`config.mk`:
```
export PLATFORM = sky130hd
export DESIGN_NAME = sram_port_arbiter
export DESIGN_NICKNAME = d
export VERILOG_FILES = /design/src/rtl/sram_port_arbiter.sv
export SDC_FILE = /design/constraint.sdc
export NUM_CORES = 1
export LEC_CHECK = 0
export CAP_MARGIN = 20
export CORE_ASPECT_RATIO = 1.5
export CORE_MARGIN = 3
export CORE_UTILIZATION = 35
export CTS_CLUSTER_SIZE = 24
export DETAILED_ROUTE_END_ITERATION = 7
export HOLD_SLACK_MARGIN = 0.03
export PLACE_DENSITY = 0.69
export SETUP_SLACK_MARGIN = 0.15
export SYNTH_ARGS = -nofsm -noshare
export SYNTH_HDL_FRONTEND = slang
export SYNTH_SLANG_ARGS = --single-unit
```
`constraint.sdc`:
```
create_clock -name clock -period 7.1 [get_ports clock]
set_clock_uncertainty 0.2 [all_clocks]
set_input_delay 1.42 -clock clock [delete_from_list [all_inputs] [get_ports clock]]
set_output_delay 1.42 -clock clock [all_outputs]
set_load 0.01 [all_outputs]
```
`src/rtl/sram_port_arbiter.sv`:
```
// Shares one 16-bit asynchronous SRAM between the instruction-fetch and data ports.
// Each 32-bit word is moved as two halfword cycles, low half first.
module sram_port_arbiter #(
   parameter bit MEM_FIRST = 1'b1
) (
   input  logic        clock,
   input  logic        reset,
   input  logic        if_mc_en,
   input  logic [17:0] if_mc_addr,
   output logic [31:0] mc_if_data,
   output logic        mc_if_ack,
   input  logic        mem_mc_en,
   input  logic        mem_mc_rw,
   input  logic [17:0] mem_mc_addr,
   input  logic [31:0] mem_mc_wdata,
   output logic [31:0] mc_mem_rdata,
   output logic        mc_mem_ack,
   output logic [17:0] mc_ram_addr,
   output logic        mc_ram_we_n,
   output logic        mc_ram_oe_n,
   output logic [15:0] mc_ram_dq_out,
   output logic        mc_ram_dq_oe,
   input  logic [15:0] ram_mc_dq_in
);

   typedef enum logic [2:0] {
      IDLE    = 3'd0,
      RD_LO   = 3'd1,
      RD_HI   = 3'd2,
      WR_LO_S = 3'd3,
      WR_LO_P = 3'd4,
      WR_HI_S = 3'd5,
      WR_HI_P = 3'd6,
      ACK     = 3'd7
   } state_t;

   state_t      state_r, state_nx_s;
   logic        gnt_mem_r, gnt_mem_nx_s;
   logic [15:0] word_r, word_nx_s;
   logic [31:0] wdata_r, wdata_nx_s;
   logic [15:0] lo_r;
   logic        last_mem_r;
   logic        granted_r;
   logic        grant_s;
   logic        pick_mem_s;

   logic [17:0] ram_addr_nx_s;
   logic        we_n_nx_s;
   logic        oe_n_nx_s;
   logic        dq_oe_nx_s;
   logic [15:0] dq_out_nx_s;

   // Byte-lane bits of the request addresses have no meaning on a word bus.
   logic [3:0]  unused_addr_bits_s;
   assign unused_addr_bits_s = {if_mc_addr[1:0], mem_mc_addr[1:0]};

   function automatic logic [17:0] half_addr(input logic [15:0] word, input logic hi);
      return {1'b0, word, hi};
   endfunction

   // Arbitration, request latching and state sequencing.
   always_comb begin
      state_nx_s   = state_r;
      gnt_mem_nx_s = gnt_mem_r;
      word_nx_s    = word_r;
      wdata_nx_s   = wdata_r;
      grant_s      = 1'b0;
      if (if_mc_en && mem_mc_en) begin
         pick_mem_s = granted_r ? !last_mem_r : MEM_FIRST;
      end else begin
         pick_mem_s = mem_mc_en;
      end
      case (state_r)
         IDLE: begin
            if (if_mc_en || mem_mc_en) begin
               grant_s      = 1'b1;
               gnt_mem_nx_s = pick_mem_s;
               word_nx_s    = pick_mem_s ? mem_mc_addr[17:2] : if_mc_addr[17:2];
               wdata_nx_s   = mem_mc_wdata;
               state_nx_s   = (pick_mem_s && mem_mc_rw) ? WR_LO_S : RD_LO;
            end else begin
               state_nx_s = IDLE;
            end
         end
         RD_LO:   state_nx_s = RD_HI;
         RD_HI:   state_nx_s = ACK;
         WR_LO_S: state_nx_s = WR_LO_P;
         WR_LO_P: state_nx_s = WR_HI_S;
         WR_HI_S: state_nx_s = WR_HI_P;
         WR_HI_P: state_nx_s = ACK;
         ACK:     state_nx_s = IDLE;
         default: state_nx_s = IDLE;
      endcase
   end

   // SRAM pin values for the upcoming cycle, decoded from the next state so the pins are registered.
   always_comb begin
      ram_addr_nx_s = mc_ram_addr;
      we_n_nx_s     = 1'b1;
      oe_n_nx_s     = 1'b1;
      dq_oe_nx_s    = 1'b0;
      dq_out_nx_s   = mc_ram_dq_out;
      case (state_nx_s)
         RD_LO: begin
            ram_addr_nx_s = half_addr(word_nx_s, 1'b0);
            oe_n_nx_s     = 1'b0;
         end
         RD_HI: begin
            ram_addr_nx_s = half_addr(word_nx_s, 1'b1);
            oe_n_nx_s     = 1'b0;
         end
         WR_LO_S, WR_LO_P: begin
            ram_addr_nx_s = half_addr(word_nx_s, 1'b0);
            dq_out_nx_s   = wdata_nx_s[15:0];
            dq_oe_nx_s    = 1'b1;
            we_n_nx_s     = (state_nx_s == WR_LO_P) ? 1'b0 : 1'b1;
         end
         WR_HI_S, WR_HI_P: begin
            ram_addr_nx_s = half_addr(word_nx_s, 1'b1);
            dq_out_nx_s   = wdata_nx_s[31:16];
            dq_oe_nx_s    = 1'b1;
            we_n_nx_s     = (state_nx_s == WR_HI_P) ? 1'b0 : 1'b1;
         end
         default: begin
            ram_addr_nx_s = mc_ram_addr;
            dq_out_nx_s   = mc_ram_dq_out;
         end
      endcase
   end

   // State, latched transaction and arbitration history.
   always_ff @(posedge clock or posedge reset) begin
      if (reset) begin
         state_r    <= IDLE;
         gnt_mem_r  <= 1'b0;
         word_r     <= 16'h0000;
         wdata_r    <= 32'h0000_0000;
         last_mem_r <= 1'b0;
         granted_r  <= 1'b0;
      end else begin
         state_r   <= state_nx_s;
         gnt_mem_r <= gnt_mem_nx_s;
         word_r    <= word_nx_s;
         wdata_r   <= wdata_nx_s;
         if (grant_s) begin
            last_mem_r <= pick_mem_s;
            granted_r  <= 1'b1;
         end
      end
   end

   // Registered SRAM pins; reset pulls the write strobe high without waiting for a clock.
   always_ff @(posedge clock or posedge reset) begin
      if (reset) begin
         mc_ram_addr   <= 18'h00000;
         mc_ram_we_n   <= 1'b1;
         mc_ram_oe_n   <= 1'b1;
         mc_ram_dq_oe  <= 1'b0;
         mc_ram_dq_out <= 16'h0000;
      end else begin
         mc_ram_addr   <= ram_addr_nx_s;
         mc_ram_we_n   <= we_n_nx_s;
         mc_ram_oe_n   <= oe_n_nx_s;
         mc_ram_dq_oe  <= dq_oe_nx_s;
         mc_ram_dq_out <= dq_out_nx_s;
      end
   end

   // Read-data assembly and completion pulses for the granted port.
   always_ff @(posedge clock or posedge reset) begin
      if (reset) begin
         lo_r         <= 16'h0000;
         mc_if_data   <= 32'h0000_0000;
         mc_mem_rdata <= 32'h0000_0000;
         mc_if_ack    <= 1'b0;
         mc_mem_ack   <= 1'b0;
      end else begin
         mc_if_ack  <= (state_nx_s == ACK) && !gnt_mem_r;
         mc_mem_ack <= (state_nx_s == ACK) && gnt_mem_r;
         if (state_r == RD_LO) begin
            lo_r <= ram_mc_dq_in;
         end
         if (state_r == RD_HI) begin
            if (gnt_mem_r) begin
               mc_mem_rdata <= {ram_mc_dq_in, lo_r};
            end else begin
               mc_if_data <= {ram_mc_dq_in, lo_r};
            end
         end
      end
   end

endmodule

```
* After elaboration in Yosys (flattened, before gate mapping) *
Index checks and enable logic that the tools add are counted.

storage, ports and cells
  flip-flop bits (word level) = 173
  input port bits = 89
  output and inout bits = 103
  logic and storage cells = 70

cells by class
  eq/ne operators = 14
  muxes and demuxes = 19
  bitwise logic cells = 1
  reduce and logical (&&, ||, !) cells = 20

operators by type and width
  kind                                                                   count
  32-bit 2-to-1 mux                                                      2
  16-bit 2-to-1 mux                                                      3
  18-bit case mux with 2 select lines                                    1
  16-bit case mux with 2 select lines                                    1
  3-bit equality test, second input constant                             8
  3-bit case mux with 7 select lines                                     1
  3-bit by 2-bit equality test with 1-bit output, second input constant  4
  1-bit 2-to-1 mux                                                       8
  2-bit OR reduction                                                     4
  3-bit by 1-bit equality test with 1-bit output, second input constant  2
  2-bit AND reduction                                                    3
  3-bit OR reduction                                                     2
  1-bit logical AND                                                      4
  2-bit 2-to-1 mux                                                       2
  2-bit nonzero test                                                     2
  4-bit OR reduction                                                     1
  3-bit zero test                                                        1
  1-bit zero test                                                        2
  1-bit case mux with 2 select lines                                     1
  1-bit logical OR                                                       1
  1-bit inverter                                                         1

* Depth between registers and ports, before layout *
Gate-level depths: netlist of the first run.

  depth in word-level cells = 10
  gate-level depth with buffers = 7
  gate-level depth less buffers = 4

* Worst setup path after synthesis of the first run *
No wires, ideal clock.

  kind = input-to-reg
  start = input port mem_mc_en
  end = register mc_ram_dq_out[10]
  data arrival time = 2.709 ns
  data required time = 6.774 ns
  setup slack = 4.065 ns
  stages on the path = 6
  path buffers = 2
  cells stage by stage = clkbuf_1 > or2_1 > nand2_2 > buf_6 > mux2_4 > a221o_1

RTL lines
  item                                 RTL line  text
  start: declaration                   12        input logic mem_mc_en,
  1-bit logical OR                     75        if (if_mc_en || mem_mc_en) begin
  32-bit 2-to-1 mux                    75
  32-bit 2-to-1 mux                    73        case (state_r)
  named net wdata_nx_s[10]             40        logic [31:0] wdata_r, wdata_nx_s;
  16-bit case mux with 2 select lines  103       case (state_nx_s)
  end signal: assignment               165       mc_ram_dq_out <= dq_out_nx_s;
  end: declaration                     21        output logic [15:0] mc_ram_dq_out,

The timed path passes the listed nets, and every way through them passes these cells.
A chain may end at the register's enable or synchronous reset.

* Worst setup path in the final report of the first run *
  start = input port mem_mc_en
  end = register mc_ram_dq_out[4]

The elaborated chain is that of the path after synthesis.

==> results of run 1 <==
==> stage by stage <==
| step | util, % | hold WS [ps] |
|---|---|---|
| floorplan | - | 236 |
| finish | 50.6 | 278 |
| detailed placement | 47.2 | 257 |
| global route | 50.6 | 298 |
| CTS | 50.6 | 277 |
| global placement | 47.2 | 250 |
==> final timing paths <==
path / slack [ps] / to / start
min in group asynchronous: 1140 / mc_mem_rdata[13]$_DFFE_PP0P_ / reset
worst min register to register: 280 / granted_r$_DFFE_PP0P_ / granted_r$_DFFE_PP0P_
max in group asynchronous: 4340 / mc_ram_dq_out[10]$_DFFE_PP0P_ / reset
worst max register to register: 4100 / mc_ram_dq_out[4]$_DFFE_PP0P_ / state_r[0]$_DFF_PP0_
worst min-delay path: 280 / granted_r$_DFFE_PP0P_ / granted_r$_DFFE_PP0P_
worst max-delay path: 3100 / mc_ram_dq_out[4]$_DFFE_PP0P_ / mem_mc_en
==> final cells by class <==
class	count	area (um2)	area share [%]
clock buffer	18	429	4.50
clock inverter	14	211	2.22
sequential	171	4280	44.9
timing repair buffer	193	1910	20.1
inverter	3	16.3	0.170
tap	252	315	3.30
multi-input combinational	271	2370	24.9
==> cell families (layout without fill, tap and decap cells) <==
logic type	after synthesis	after routing	synth area share (%)
and+or+nand+nor	62	62	5.05
muxes	128	128	21.5
buffers and inverters	32	228	2.43
DFF	171	171	62.9
other	1	1	0.0551
AOI/OAI and AO/OA	80	80	8.09
==> Yosys cell counts (all sizes together) (6+ instances only) <==
| master | instances |
|---|---|
| clkbuf | 11 |
| mux2 | 112 |
| nor2 | 7 |
| o21ai | 36 |
| and3 | 6 |
| a221o | 15 |
| and2 | 11 |
| mux2i | 16 |
| dfrtp | 169 |
| buf | 18 |
| nand2 | 22 |
| a22oi | 16 |
==> layer usage <==
layer  vias up  global-route usage (%)  wire length, um
met5         -                       0                0
met4         0                    5.26              186
met3        10                    3.33              659
met2       122                    28.9             8800
met1      2263                    16.4             5920
li1       2070                       -                -
==> critical path, stage by stage <==
cell and delay (ps):
clkdlybuf4s50_1 500, or2_1 330, nand2_2 630, buf_4 520, mux2_4 350, a221o_1 330
==> power by group through the flow <==
stage | sequential, uW | combinational [uW] | clock, uW
4_1_cts | 1740 | 1780 | 1020
3_3_place_gp | 1740 | 1710 | 0
6_report | 1740 | 1740 | 990
3_5_place_dp | 1760 | 1770 | 0
5_1_grt | 1810 | 1870 | 1060
2_1_floorplan | 1810 | 840 | 0
==> state kept, by name, summed over array words and instances, names as in the netlist <==
register	count
gnt_mem_r	1
granted_r	1
lo_r	16
mc_if_ack	1
mc_if_data	32
mc_mem_ack	1
mc_mem_rdata	32
mc_ram_addr	17
mc_ram_dq_oe	1
mc_ram_dq_out	16
mc_ram_oe_n	1
mc_ram_we_n	1
state_r	3
wdata_r	32
word_r	16
==> results.py, run 1 <==
metrics = {
    "setup_path": {
        "critical_path_arrival_ps": 4090,
        "crit_required_ps": 7190,
        "startpoint_type": "primary input",
        "crit_path_end_kind": "flop",
        "reg2regPathDepth": 5,
        "critPathKind": "in2reg",
        "critPathMaxFanout": 56,
    },
    "clocking": {
        "insertion_delay_ps": 420,
        "cts_tree": "yes",
        "cts_hold_buf": 0,
        "cts_setup_buffers": 0,
        "cts-root-buf": "clkbuf_16",
        "h-tree-depth": 4,
        "cts-resized-gates": 0,
        "cts_buffer_depth": 2,
        "clkTransAtPathRegs_ps": 70,
        "numCtsBuffers": 17,
        "clock_sinks": 171,
    },
    "pwr": {
        "power_frac_comb_pct": 38.9,
        "peakVddDrop_v": 0.000194,
        "clockPowerShare_pct": 22.2,
        "total_power_uw": 4470,
        "p_int_uw": 3090,
        "power_switching_share_pct": 30.8,
        "p_sw_uw": 1380,
        "power.density_nw_per_um2": 468,
        "power_frac_seq_pct": 38.9,
        "cellLeakagePower_uw": 0.00417,
    },
    "sta": {
        "grt_setup_unrepaired": "no",
        "fin_setup_tns_ps": 0,
        "hold_viol": 0,
        "finalCriticalPeriod_ps": 4000,
        "slew_violations": 0,
        "tightest_slew_ps": 990,
        "setup_viol": 0,
        "post-route-worst-setup-slack_ps": 3100,
        "finalCritPeriodShare_pct": 56.3,
        "slew_headroom_pct": 33.9,
        "fmax_mhz": 250,
    },
    "placement": {
        "port_buffers": 186,
        "gp_congestion": 0.771,
        "placed_cells": 890,
        "place_area_um2": 8900,
        "pre_cts_ws_ps": 2660,
        "hpwl_mm": 11.3,
    },
    "route": {
        "ant_nets": 0,
        "vias": 4465,
        "routed_wl_mm": 15.6,
        "routed_via_density": 4.84,
        "wl_per_cell_um": 16.9,
        "drt-initial-drc-count": 237,
        "drtPass1Iterations": 4,
        "drcViolationCount": 0,
    },
    "synthesis": {
        "yosys_warnings": 0,
        "synth-edff-count": 0,
        "async_flop_share_pct": 100,
        "synth_top_area_share_pct": 62.1,
        "synthFlopType": "dfrtp_1",
        "syn_inst": 474,
        "ys_top_cells_by_area": "dfrtp_1, mux2_2, o21ai_0",
        "syn_nets": 563,
        "synth_area_um2": 6810,
        "synth_cell_type_count": 39,
        "yosysSeqAreaShare_pct": 62.9,
        "syn_avg_cell_area_um2": 14.4,
        "ys_ff_latch": 171,
        "synth_top_area_cell": "dfrtp_1",
    },
    "global_routing": {
        "grt_max_degree": 73,
        "grt_pass1_vias": 4901,
        "gr-total-overflow": 0,
        "track_usage_pct": 15.2,
        "grt_pass1_wl_mm": 25.3,
        "antenna_found_initial": 0,
    },
    "floorplanning": {
        "initial_utilization_pct": 36.1,
        "ios": 192,
        "rows": 61,
        "die_area_um2": 21200,
        "die_height_um": 177,
        "fp.dieW_um": 120,
        "fp.coreArea_um2": 18900,
    },
    "cells_and_area": {
        "instances_no_fill": 922,
        "final_nets": 746,
        "n_antenna_cell": 0,
        "drive_gt1_share_pct": 23.6,
        "layout_commonest_cell": "clkdlybuf4s50_1",
        "fin_area_um2": 9540,
        "syn_to_final_growth_pct": 40.2,
        "layout_common_cells": "clkdlybuf4s50_1, dfrtp_1, mux2_2",
        "num-fill-cells": 1650,
    },
    "worst_hold_path": {
        "min_path_type": "reg2reg",
        "hold_path_depth": 1,
    },
    "run_status": {
        "status": "complete, no violations",
    },
    "run": {
        "drv_cap": 0,
    },
}
Power figures use the tool's default switching activity.
==> run 2: changes to the inputs <==
PLACE_DENSITY = 0.71   (was 0.69)
clock period = 3.4 ns   (was 7.1 ns; I/O delays follow)
==> run 2 against run 1 <==
  * Count of clock-buffer cells in the layout grew 1
  * Die area stayed put
  * Clock power increased by 90%
  * Power rose by 110%
  * Critical path depth is 1 lower
  * Via count up 1.3%
  * Final cell count rose by 0.54%
  * Wire length decreased by 0.26%
  * First-iteration DRC count decreased by 2.1%
  * Non-clock buffer count grew 5
  * Worst setup slack got worse by 2100 ps
  * Sequential cell count did not move
  * Critical path type unchanged
  * Largest cell class unchanged
==> results.py, run 2 (synthesis gave the netlist of run 1 again) <==
metrics = {
    "cells_and_area": {
        "layout_commonest_cell": "clkdlybuf4s50_1",
        "syn_to_final_growth_pct": 40.3,
        "final_core_util_pct": 50.7,
        "n_antenna_cell": 0,
        "instances_no_fill": 927,
        "multiInputGateArea_um2": 2370,
        "regArea_um2": 4280,
        "drive_gt1_share_pct": 24.0,
        "final_nets": 751,
        "num-fill-cells": 1654,
        "layout_common_cells": "clkdlybuf4s50_1, dfrtp_1, mux2_2",
        "reg.largest.list": "mc_if_data x32, mc_mem_rdata x32, wdata_r x32",
    },
    "floorplanning": {
        "rows": 61,
        "die_area_um2": 21200,
        "initial_utilization_pct": 36.1,
        "fp.dieW_um": 120,
        "fp.coreArea_um2": 18900,
        "ios": 192,
        "die_height_um": 177,
    },
    "setup_path": {
        "r2r_setup_slack_ps": 1020,
        "cp_slowest_cell": "a2bb2oi_2",
        "startpoint_type": "primary input",
        "r2r-start": "state_r[2]$_DFF_PP0_",
        "timing.rr.end": "mc_ram_dq_out[13]$_DFFE_PP0P_",
        "critPathMaxFanout": 17,
        "crit_chain": "clkdlybuf4s50_1 -> nor3_1 -> a2bb2oi_2 -> a22oi_1 -> o21ai_0",
        "slowest_delay_ps": 730,
        "critical_path_arrival_ps": 2550,
        "cp-endpoint": "mc_ram_addr[7]$_DFFE_PP0P_",
        "critPathKind": "in2reg",
        "crit_path_end_kind": "flop",
        "crit_path_start": "mem_mc_en",
        "crit_required_ps": 3520,
        "reg2regPathDepth": 4,
    },
    "sta": {
        "fin_setup_tns_ps": 0,
        "tightest_slew_ps": 939,
        "slew_headroom_pct": 37.4,
        "finalCritPeriodShare_pct": 71.7,
        "finalCriticalPeriod_ps": 2440,
        "hold_viol": 0,
        "fmax_mhz": 410,
        "setup_viol": 0,
        "grt_setup_unrepaired": "no",
        "slew_violations": 0,
    },
    "pwr": {
        "power_switching_share_pct": 31.1,
        "power.density_nw_per_um2": 961,
        "cellLeakagePower_uw": 0.00418,
        "power_frac_comb_pct": 39.8,
        "power_frac_seq_pct": 39.7,
        "clockPowerShare_pct": 20.5,
        "peakVddDrop_v": 0.000416,
        "p_sw_uw": 2850,
        "p_int_uw": 6320,
    },
    "run": {
        "drv_cap": 0,
    },
    "clocking": {
        "cts_tree": "yes",
        "numCtsBuffers": 17,
        "cts-resized-gates": 0,
        "cts_setup_buffers": 0,
        "clkTransAtPathRegs_ps": 60,
        "cts-root-buf": "clkbuf_16",
        "insertion_delay_ps": 410,
        "clock_sinks": 171,
        "h-tree-depth": 4,
        "cts_buffer_depth": 2,
        "cts_hold_buf": 0,
    },
    "route": {
        "routed_via_density": 4.88,
        "ant_nets": 0,
        "drtPass1Iterations": 4,
        "drcViolationCount": 0,
        "routed_wl_mm": 15.5,
        "drt-initial-drc-count": 232,
        "vias": 4523,
        "wl_per_cell_um": 16.8,
    },
    "global_routing": {
        "grt_max_degree": 89,
        "grt_pass1_wl_mm": 25.5,
        "track_usage_pct": 15.2,
        "gr-total-overflow": 0,
        "grt_pass1_vias": 4965,
        "antenna_found_initial": 0,
    },
    "placement": {
        "port_buffers": 186,
        "placed_cells": 895,
        "gp_congestion": 0.818,
        "hpwl_mm": 11.1,
    },
    "worst_hold_path": {
        "min_path_type": "reg2reg",
    },
    "run_status": {
        "status": "complete, no violations",
    },
}
[run 2: final cells by class]
class                           instances  area share, %
Clock buffer                           19           4.53
Clock inverter                         13           1.49
Tap cell                              252           3.30
Multi-Input combinational cell        271           24.9
Inverter                                3          0.157
Timing Repair Buffer                  198           20.8
Sequential cell                       171           44.8
[run 2: metrics by stage]
stage	total power, uW	setup WS, ps	hold WS, ps	instance area, um2
floorplan	5540	339	236	6810
global placement	7200	617	259	8970
detailed placement	7400	570	261	8970
CTS	9320	972	275	9550
global route	9780	740	304	9550
finish	9170	963	274	9550
[run 2: metal layers]
metal	part of all wire, %	vias up	GRT usage (%)
li1	-	2079	-
met1	39	2298	17.2
met2	55	130	27.5
met3	4.9	16	4.09
met4	1.7	0	5.16
met5	0	-	0
[run 2: worst min-delay path by stage]
stage | from | to | slack, ps | cells past startpoint
floorplan | granted_r$_DFFE_PP0P_ | granted_r$_DFFE_PP0P_ | 240 | 1
global placement | granted_r$_DFFE_PP0P_ | granted_r$_DFFE_PP0P_ | 260 | 1
detailed placement | granted_r$_DFFE_PP0P_ | granted_r$_DFFE_PP0P_ | 260 | 1
CTS | granted_r$_DFFE_PP0P_ | granted_r$_DFFE_PP0P_ | 280 | 1
global route | granted_r$_DFFE_PP0P_ | granted_r$_DFFE_PP0P_ | 300 | 1
finish | granted_r$_DFFE_PP0P_ | granted_r$_DFFE_PP0P_ | 270 | 1
[run 2: power by group through the flow]
stage	Clock, uW	Combinational (uW)	Sequential [uW]
final	1880	3650	3640
after global routing	2030	3960	3780
after CTS	1940	3730	3650
after detailed placement	0	3720	3680
after global placement	0	3580	3620
after floorplan	0	1760	3790
[run 2: worst max-delay path, delay by kind of cell]
kind                   cells  cell delay, ps
buffers and inverters      1             500
AO/OA/AOI/OAI              3            1080
AND/OR/NAND/NOR            1             290
